`src/rtl/switch_debounce_reader.sv`:
```
// Two-flop synchroniser, shared sample-tick prescaler and per-bit debounce
// with registered rise/fall pulses and sticky rise-event flags.
module switch_debounce_reader #(
  parameter int unsigned WIDTH        = 8,
  parameter int unsigned TICK_COUNT   = 24'd100_000,
  parameter int unsigned TICK_W       = 24,
  parameter int unsigned STABLE_TICKS = 3
) (
  input  logic             clk,
  input  logic             rst_n,
  input  logic [WIDTH-1:0] sw_raw,
  output logic [WIDTH-1:0] sw_state,
  output logic [WIDTH-1:0] sw_rise,
  output logic [WIDTH-1:0] sw_fall,
  output logic [WIDTH-1:0] evt_pending,
  input  logic [WIDTH-1:0] evt_clr,
  output logic             sample_tick
);

  localparam logic [TICK_W-1:0] TICK_LAST = TICK_W'(TICK_COUNT - 1);
  localparam logic [3:0]        CNT_LAST  = 4'(STABLE_TICKS - 1);

  logic [WIDTH-1:0]  sync1_q, sync2_q;
  logic [TICK_W-1:0] presc_q, presc_d;
  logic              tick_q, tick_d;
  logic [3:0]        cnt_q [WIDTH];
  logic [3:0]        cnt_d [WIDTH];
  logic [WIDTH-1:0]  state_q, state_d;
  logic [WIDTH-1:0]  rise_q, rise_d;
  logic [WIDTH-1:0]  fall_q, fall_d;
  logic [WIDTH-1:0]  evt_q, evt_d;

  always_comb begin
    presc_d = (presc_q == TICK_LAST) ? '0 : presc_q + 1'b1;
    // Tick is registered from the next prescaler value so it is high exactly
    // while the counter holds TICK_COUNT-1.
    tick_d  = (presc_d == TICK_LAST);
    state_d = state_q;
    rise_d  = '0;
    fall_d  = '0;
    for (int unsigned i = 0; i < WIDTH; i++) begin
      cnt_d[i] = cnt_q[i];
      if (tick_q) begin
        if (sync2_q[i] == state_q[i]) begin
          cnt_d[i] = '0;
        end else if (cnt_q[i] == CNT_LAST) begin
          state_d[i] = sync2_q[i];
          cnt_d[i]   = '0;
          rise_d[i]  = sync2_q[i];
          fall_d[i]  = ~sync2_q[i];
        end else begin
          cnt_d[i] = cnt_q[i] + 4'd1;
        end
      end
    end
    // A rise in the same cycle as a clear keeps the flag set.
    evt_d = (evt_q & ~evt_clr) | rise_q;
  end

  always_ff @(posedge clk) begin
    if (!rst_n) begin
      sync1_q <= '0;
      sync2_q <= '0;
      presc_q <= '0;
      tick_q  <= 1'b0;
      state_q <= '0;
      rise_q  <= '0;
      fall_q  <= '0;
      evt_q   <= '0;
      for (int unsigned i = 0; i < WIDTH; i++) cnt_q[i] <= '0;
    end else begin
      sync1_q <= sw_raw;
      sync2_q <= sync1_q;
      presc_q <= presc_d;
      tick_q  <= tick_d;
      state_q <= state_d;
      rise_q  <= rise_d;
      fall_q  <= fall_d;
      evt_q   <= evt_d;
      for (int unsigned i = 0; i < WIDTH; i++) cnt_q[i] <= cnt_d[i];
    end
  end

  assign sw_state    = state_q;
  assign sw_rise     = rise_q;
  assign sw_fall     = fall_q;
  assign evt_pending = evt_q;
  assign sample_tick = tick_q;

endmodule

```
`config.mk`:
```
export PLATFORM = sky130hd
export DESIGN_NAME = switch_debounce_reader
export DESIGN_NICKNAME = d
export VERILOG_FILES = /design/src/rtl/switch_debounce_reader.sv
export SDC_FILE = /design/constraint.sdc
export NUM_CORES = 1
export LEC_CHECK = 0
export CORE_MARGIN = 4
export CORE_UTILIZATION = 45
export CTS_CLUSTER_DIAMETER = 200
export CTS_CLUSTER_SIZE = 40
export DETAILED_ROUTE_END_ITERATION = 6
export GPL_ROUTABILITY_DRIVEN = 0
export PLACE_DENSITY = 0.66
export SETUP_SLACK_MARGIN = 0.1
export SKIP_CTS_REPAIR_TIMING = 1
export SLEW_MARGIN = 20
export SYNTH_ARGS = -nofsm -noshare
export SYNTH_HDL_FRONTEND = slang
export SYNTH_SLANG_ARGS = --single-unit
```
`constraint.sdc`:
```
create_clock -name clk -period 2.2 [get_ports clk]
set_input_delay 0.44 -clock clk [delete_from_list [all_inputs] [get_ports clk]]
set_output_delay 0.44 -clock clk [all_outputs]
set_load 0.02 [all_outputs]
```
==> impl_metrics.tcl, run 1 <==
set metrics [dict create \
    status "finished clean" \
    min_delay_worst_endpoint "evt_pending[6]" \
    detail_route.iter0.violations 76 \
    yosysTopAreaCell "dfxtp_1" \
    synth_top_family_by_area "simple AND/OR/NAND/NOR gates" \
    ctsLongestPathBuffers 2 \
    globalRouteTotalUtil_pct 14.64 \
    slew_viol_final 0 \
    grt.overflow.total 0 \
    synth.area.top_cells "dfxtp_1 (48%), nor2_1 (5.7%), ha_1 (4.9%)" \
    synthAdderAreaFrac_pct 4.870 \
    timing.rr.start "presc_q[0]" \
    die_width_um 106.5 \
    cp_num_buf_inv 1 \
    postLayoutSetupSlackWorst_ns 0.09171 \
    ant_nets 0 \
    final_common_cell "dfxtp_1" \
    design.die.area_um2 11350 \
    drc_errors 0 \
    cp.arrival_ns 1.67 \
    antenna_violations_before_repair 0 \
    netlist_instances 455 \
    hpwlAfterDp_mm 5.712 \
    start_kind "flip-flop" \
    holdCritStartpoint "rst_n" \
    postSynthAreaPerCell_um2 9.600 \
    num_vias 3126 \
    postLayoutCellArea_um2 5259 \
    synth_top_cell_area_share_pct 48.12 \
    die_height_um 106.5 \
    required_ns 1.76 \
    total_negative_setup_slacks_ns 0 \
    cpMaxStageDelayCell "clkdlybuf4s50_1" \
    post_dp_cell_area_um2 5066 \
    post_synthesis_cell_area_um2 4368 \
    worstSkewPairLatency_ns 0.36 \
    layout.nets 550 \
    synthToLayoutAreaGrowth_pct 20.40 \
    r2r-end "sample_tick" \
    cp_slowest_stage_delay_ns 0.70 \
    synth.net_count 490 \
    grt_max_degree 24 \
    via_cell_ratio 4.817 \
    max-cap-violations 0 \
    leakage_component_of_the_power_uw 0.001864 \
    period_minus_slack_ns 2.108 \
    maxSlewHeadroom_pct 56.42 \
    post-route-period-util_pct 95.83 \
    synth_simple_gate_area_share_pct 27.07 \
    critical_path_sink_type "output pin" \
    holdCritPathClass "in2reg" \
    synth.distinct_cells 41 \
    synth-compound-area-share_pct 5.872 \
    cts-buffers-inserted 9 \
    routed_wl_mm 7.965 \
    synth_warnings 0 \
    worst_ir_drop_vdd_mv 0.3084 \
    start_util_pct 46.83 \
    cts_tree "built" \
    max_slew.worst_pin.slew_ns 0.6449 \
    synth.mux.area_fraction_pct 1.833 \
    drt_pass1_iterations 4 \
    crit_type "reg2out" \
    wl_per_cell_um 12.27 \
    max_freq_mhz 474.3 \
    postSynthRegisterBits 105 \
    cts.reportedPaths.clkPinSlew_ns 0.10 \
    final_cell_mix "dfxtp_1 (104), nor2_1 (66), clkdlybuf4s50_1 (49)" \
    r2r_setup_slack_ns 0.16 \
    critPathTopFamily "buffers and inverters" \
    synth-xor-area-share_pct 9.424 \
    clock_sink_count 105 \
    worst-r2r-cell-count 8 \
    floorplan.io_pins 51 \
    grt_first_pass_wirelength_mm 13.67 \
    h-tree-depth 3 \
    synth_sequential_area_ratio_pct 48.12 \
    worst_hold_path_cells 2 \
    clock_skew_ns 0.01208 \
    rsz0062_at_grt "true" \
    antenna-diode-count 0 \
    core_um2 9328 \
    drive_gt1_share_pct 8.269 \
    via_count_of_the_first_global_routing_pass 2995 \
    std_cell_rows 35 \
    setup_violations 0 \
    cellPowerDensity_nw_per_um2 591.5 \
    critical_path.cell_chain "clkdlybuf4s50_1" \
    clk_root_buffer_cell "clkbuf_8" \
    report.final.hold_viol_count 0 \
    buffer_ports.inserted 50 \
    timing.critical_path.fanout_max 20 \
    post-place-ws_ns 0.1257 \
]
## metrics by stage
stage | std cells | utilization (%) | power [uW] | hold WS (ns)
after global placement | 631 | 54.31 | 2067 | 0.4156
after global routing | 649 | 56.38 | 3246 | 0.4152
final | 649 | 56.38 | 3111 | 0.4219
after CTS | 647 | 56.22 | 3163 | 0.4086
after floorplan | 455 | - | 2019 | 0.4119
after detailed placement | 631 | 54.31 | 2070 | 0.4199
## registers in the layout, indices dropped and copies added, names as in the netlist
| name | count |
|---|---|
| presc_q | 24 |
| cnt_q | 32 |
| sample_tick | 1 |
| sw_rise | 8 |
| sw_fall | 8 |
| sw_state | 8 |
| evt_pending | 8 |
| sync2_q | 8 |
| sync1_q | 8 |
## cell families after synthesis
kind of cell,count (synthesis)
simple gates,217
flops,105
xor+xnor,47
compound gates,32
buf+inv,29
fa+ha+maj,17
mux,8
## worst max-delay path by stage
stage,start,endpoint,slack (ns),cells after the start
finish,sample_tick,sample_tick,0.09,1
global route,sample_tick,sample_tick,0.01,1
CTS,sample_tick,sample_tick,0.05,1
detailed placement,presc_q[0],sample_tick,0.13,7
global placement,presc_q[0],sample_tick,0.29,7
floorplan,presc_q[0],presc_q[7],0.41,6
## synth_stat cells, drive strengths merged
cell,count
a211oi,10
nor2,66
and3,1
o41ai,1
and4,1
and2b,1
a21boi,1
nand3,13
ha,17
nor4b,2
xor2,24
or4b,1
nand4b,1
nand4bb,1
nand2,36
a21oi,1
nor3,6
xnor2,23
clkbuf,11
a21o,1
inv,12
or2,1
mux2i,8
o21ai,1
buf,6
nand2b,16
nor4,3
nor4bb,8
o21a,8
nand4,16
dfxtp,105
o2111ai,1
nor2b,20
a31oi,8
and2,24
## final cells by class
class / instances / area [um2]
fill: 841 / 4069
multi-input combinational: 321 / 2143
sequential: 105 / 2103
timing repair buffer: 66 / 628.1
tap: 129 / 161.4
clock buffer: 10 / 127.6
clock inverter: 6 / 50.05
inverter: 12 / 45.04
## power by group
part	total, uW	switching (uW)	leakage (uW)	internal (uW)
sequential	1930	11.3	0.000850	1920
clock	1090	658	0.0000892	429
combinational	95.2	44.1	0.000925	51.0
## per-layer routing
metal  wire length (um)  GRT usage, %  vias to the layer above
li1                   -             -                     1636
met1               3813         18.21                     1417
met2               3612         24.30                       62
met3                432         3.947                       11
met4                107         5.479                        0
met5                  0             0                        -
No activity file was read; power rests on OpenSTA's default activity.
==> run 2: changes to the inputs <==
--- a/constraint.sdc
+++ b/constraint.sdc
@@ -3,2 +3,2 @@
 set_output_delay 0.44 -clock clk [all_outputs]
-set_load 0.02 [all_outputs]
+set_load 0.01 [all_outputs]
==> run 2 against run 1 <==
  * Utilization about the same
  * Via count increased by 0.70%
  * Design area about the same
  * Register-to-register slack improved by 0.14 ns
  * Total power increased by 2.8%
  * Critical path depth unchanged
  * Sequential cell count unchanged
  * Worst setup slack improved by 0.15 ns
  * Die area unchanged
  * Global-route usage decreased by 0.12 points
  * Maximum frequency increased by 7.4%
  * Critical path type unchanged
==> impl_metrics.tcl, run 2 (synthesized netlist as in run 1, its figures left out) <==
set metrics [dict create \
    drc_errors 0 \
    cellPowerDensity_nw_per_um2 608.2 \
    placed_cells_incl_taps 627 \
    worst-r2r-cell-count 6 \
    largest_register_ffs 32 \
    cts-buffers-inserted 9 \
    worstSetupPathDepth 1 \
    critical_path.cell_chain "clkdlybuf4s50_1" \
    grt_busiest_layer "met2" \
    wl_per_cell_um 12.10 \
    antenna-diode-count 0 \
    clk_root_buffer_cell "clkbuf_8" \
    worst_ir_drop_vdd_mv 0.5688 \
    grtUsageMet3_pct 5.343 \
    num_vias 3148 \
    final_common_cell "dfxtp_1" \
    reg_top3 "cnt_q x32, presc_q x24" \
    design.die.area_um2 11350 \
    grt.overflow.total 0 \
    cp_slowest_stage_delay_ns 0.61 \
    max_slew.worst_pin.slew_ns 0.6088 \
    rsz0062_at_grt "false" \
    via_count_of_the_first_global_routing_pass 3005 \
    buffer_ports.inserted 50 \
    status "finished clean" \
    largest_register "cnt_q" \
    die_width_um 106.5 \
    clock_skew_ns 0.01118 \
    start_kind "flip-flop" \
    globalRouteTotalUtil_pct 14.53 \
    ant_nets 0 \
    clock_sink_count 105 \
    crit_type "reg2out" \
    report.final.hold_viol_count 0 \
    slew_viol_final 0 \
    antenna_violations_before_repair 0 \
    finished_layout_cells 645 \
    period_minus_slack_ns 1.963 \
    die_height_um 106.5 \
    post-route-period-util_pct 89.21 \
    grt_first_pass_wirelength_mm 13.49 \
    timing.critical_path.fanout_max 16 \
    cts.reportedPaths.clkPinSlew_ns 0.10 \
    cp_num_buf_inv 1 \
    critical_path_sink_type "output pin" \
    total_negative_setup_slacks_ns 0 \
    h-tree-depth 3 \
    required_ns 1.76 \
    start_util_pct 46.83 \
    grtUsageMet1_pct 16.95 \
    drt_pass1_iterations 4 \
    cpMaxStageDelayCell "clkdlybuf4s50_1" \
    final_layout_fill_cell_count 870 \
    hpwlAfterDp_mm 5.457 \
    critPathTopFamily "buffers and inverters" \
    synthToLayoutAreaGrowth_pct 20.37 \
    layout.nets 546 \
    leakage_component_of_the_power_uw 0.001862 \
    grt_max_degree 60 \
    floorplan.io_pins 51 \
    worst_hold_path_cells 1 \
    core_um2 9328 \
    setup_violations 0 \
    final_cell_mix "dfxtp_1 (104), nor2_1 (66), clkdlybuf4s50_1 (49)" \
    via_cell_ratio 4.881 \
    met2_usage_pct 24.71 \
    cp.arrival_ns 1.52 \
    holdCritPathClass "reg2reg" \
    max-cap-violations 0 \
    max_freq_mhz 509.5 \
    std_cell_rows 35 \
    finalPower_uw 3198 \
    cts_tree "built" \
    worstSkewPairLatency_ns 0.36 \
    detail_route.iter0.violations 72 \
    drive_gt1_share_pct 7.364 \
    ctsLongestPathBuffers 2 \
    maxSlewHeadroom_pct 58.86 \
    routed_wl_mm 7.805 \
]
==> run 2: cell count changes in the layout (fill, tap and decap cells not counted), sizes merged <==
cell and change:
buf -4, inv -3, clkbuf +2, clkinv -2, clkinvlp +2, bufinv +1
==> run 2: worst paths after layout <==
kind / start / endpoint / slack, ns
worst max register to register: presc_q[3] / sample_tick / 0.30
worst min register to register: sync1_q[4] / sync2_q[4] / 0.43
worst min-delay path: sync1_q[4] / sync2_q[4] / 0.43
worst max-delay path: sample_tick / sample_tick / 0.24
==> run 2: worst reg2reg max path: stages, from the launching register on <==
cell and delay, ns:
dfxtp_1 0.37, nand2_1 0.21, nor2_1 0.13, or4b_1 0.50, a211oi_2 0.25, nand4_1 0.16, a211oi_2 0.20
==> run 2: power by group <==
group | internal (uW) | switching [uW] | total, uW
clock network | 558 | 617 | 1180
registers | 1920 | 10.8 | 1930
logic | 51.3 | 43.5 | 94.8
==> run 2: per-layer routing <==
metal | wire length (um) | vias up
li1 | - | 1622
met1 | 3565 | 1453
met2 | 3680 | 65
met3 | 467 | 8
met4 | 92 | 0
met5 | 0 | -
==> run 2: area by class of cell <==
class,count,area [um2],area share [%]
Clock buffer,12,145.1,2.761
Clock inverter,4,52.55,0.9995
Inverter,12,45.04,0.8567
Multi-Input combinational cell,321,2152,40.93
Sequential cell,105,2103,40.00
Tap cell,129,161.4,3.070
Timing Repair Buffer,62,598.1,11.38
==> run 2: metrics by stage <==
step / worst slack [ns] / hold WS, ns / util (%) / cell area, um2
after floorplan: 0.4061 / 0.4119 / - / 4368
after global placement: 0.2529 / 0.4162 / 53.99 / 5036
after detailed placement: 0.1555 / 0.4228 / 53.99 / 5036
after CTS: 0.1411 / 0.4345 / 56.11 / 5234
after global routing: 0.09895 / 0.4507 / 56.36 / 5258
final: 0.2374 / 0.4300 / 56.36 / 5258
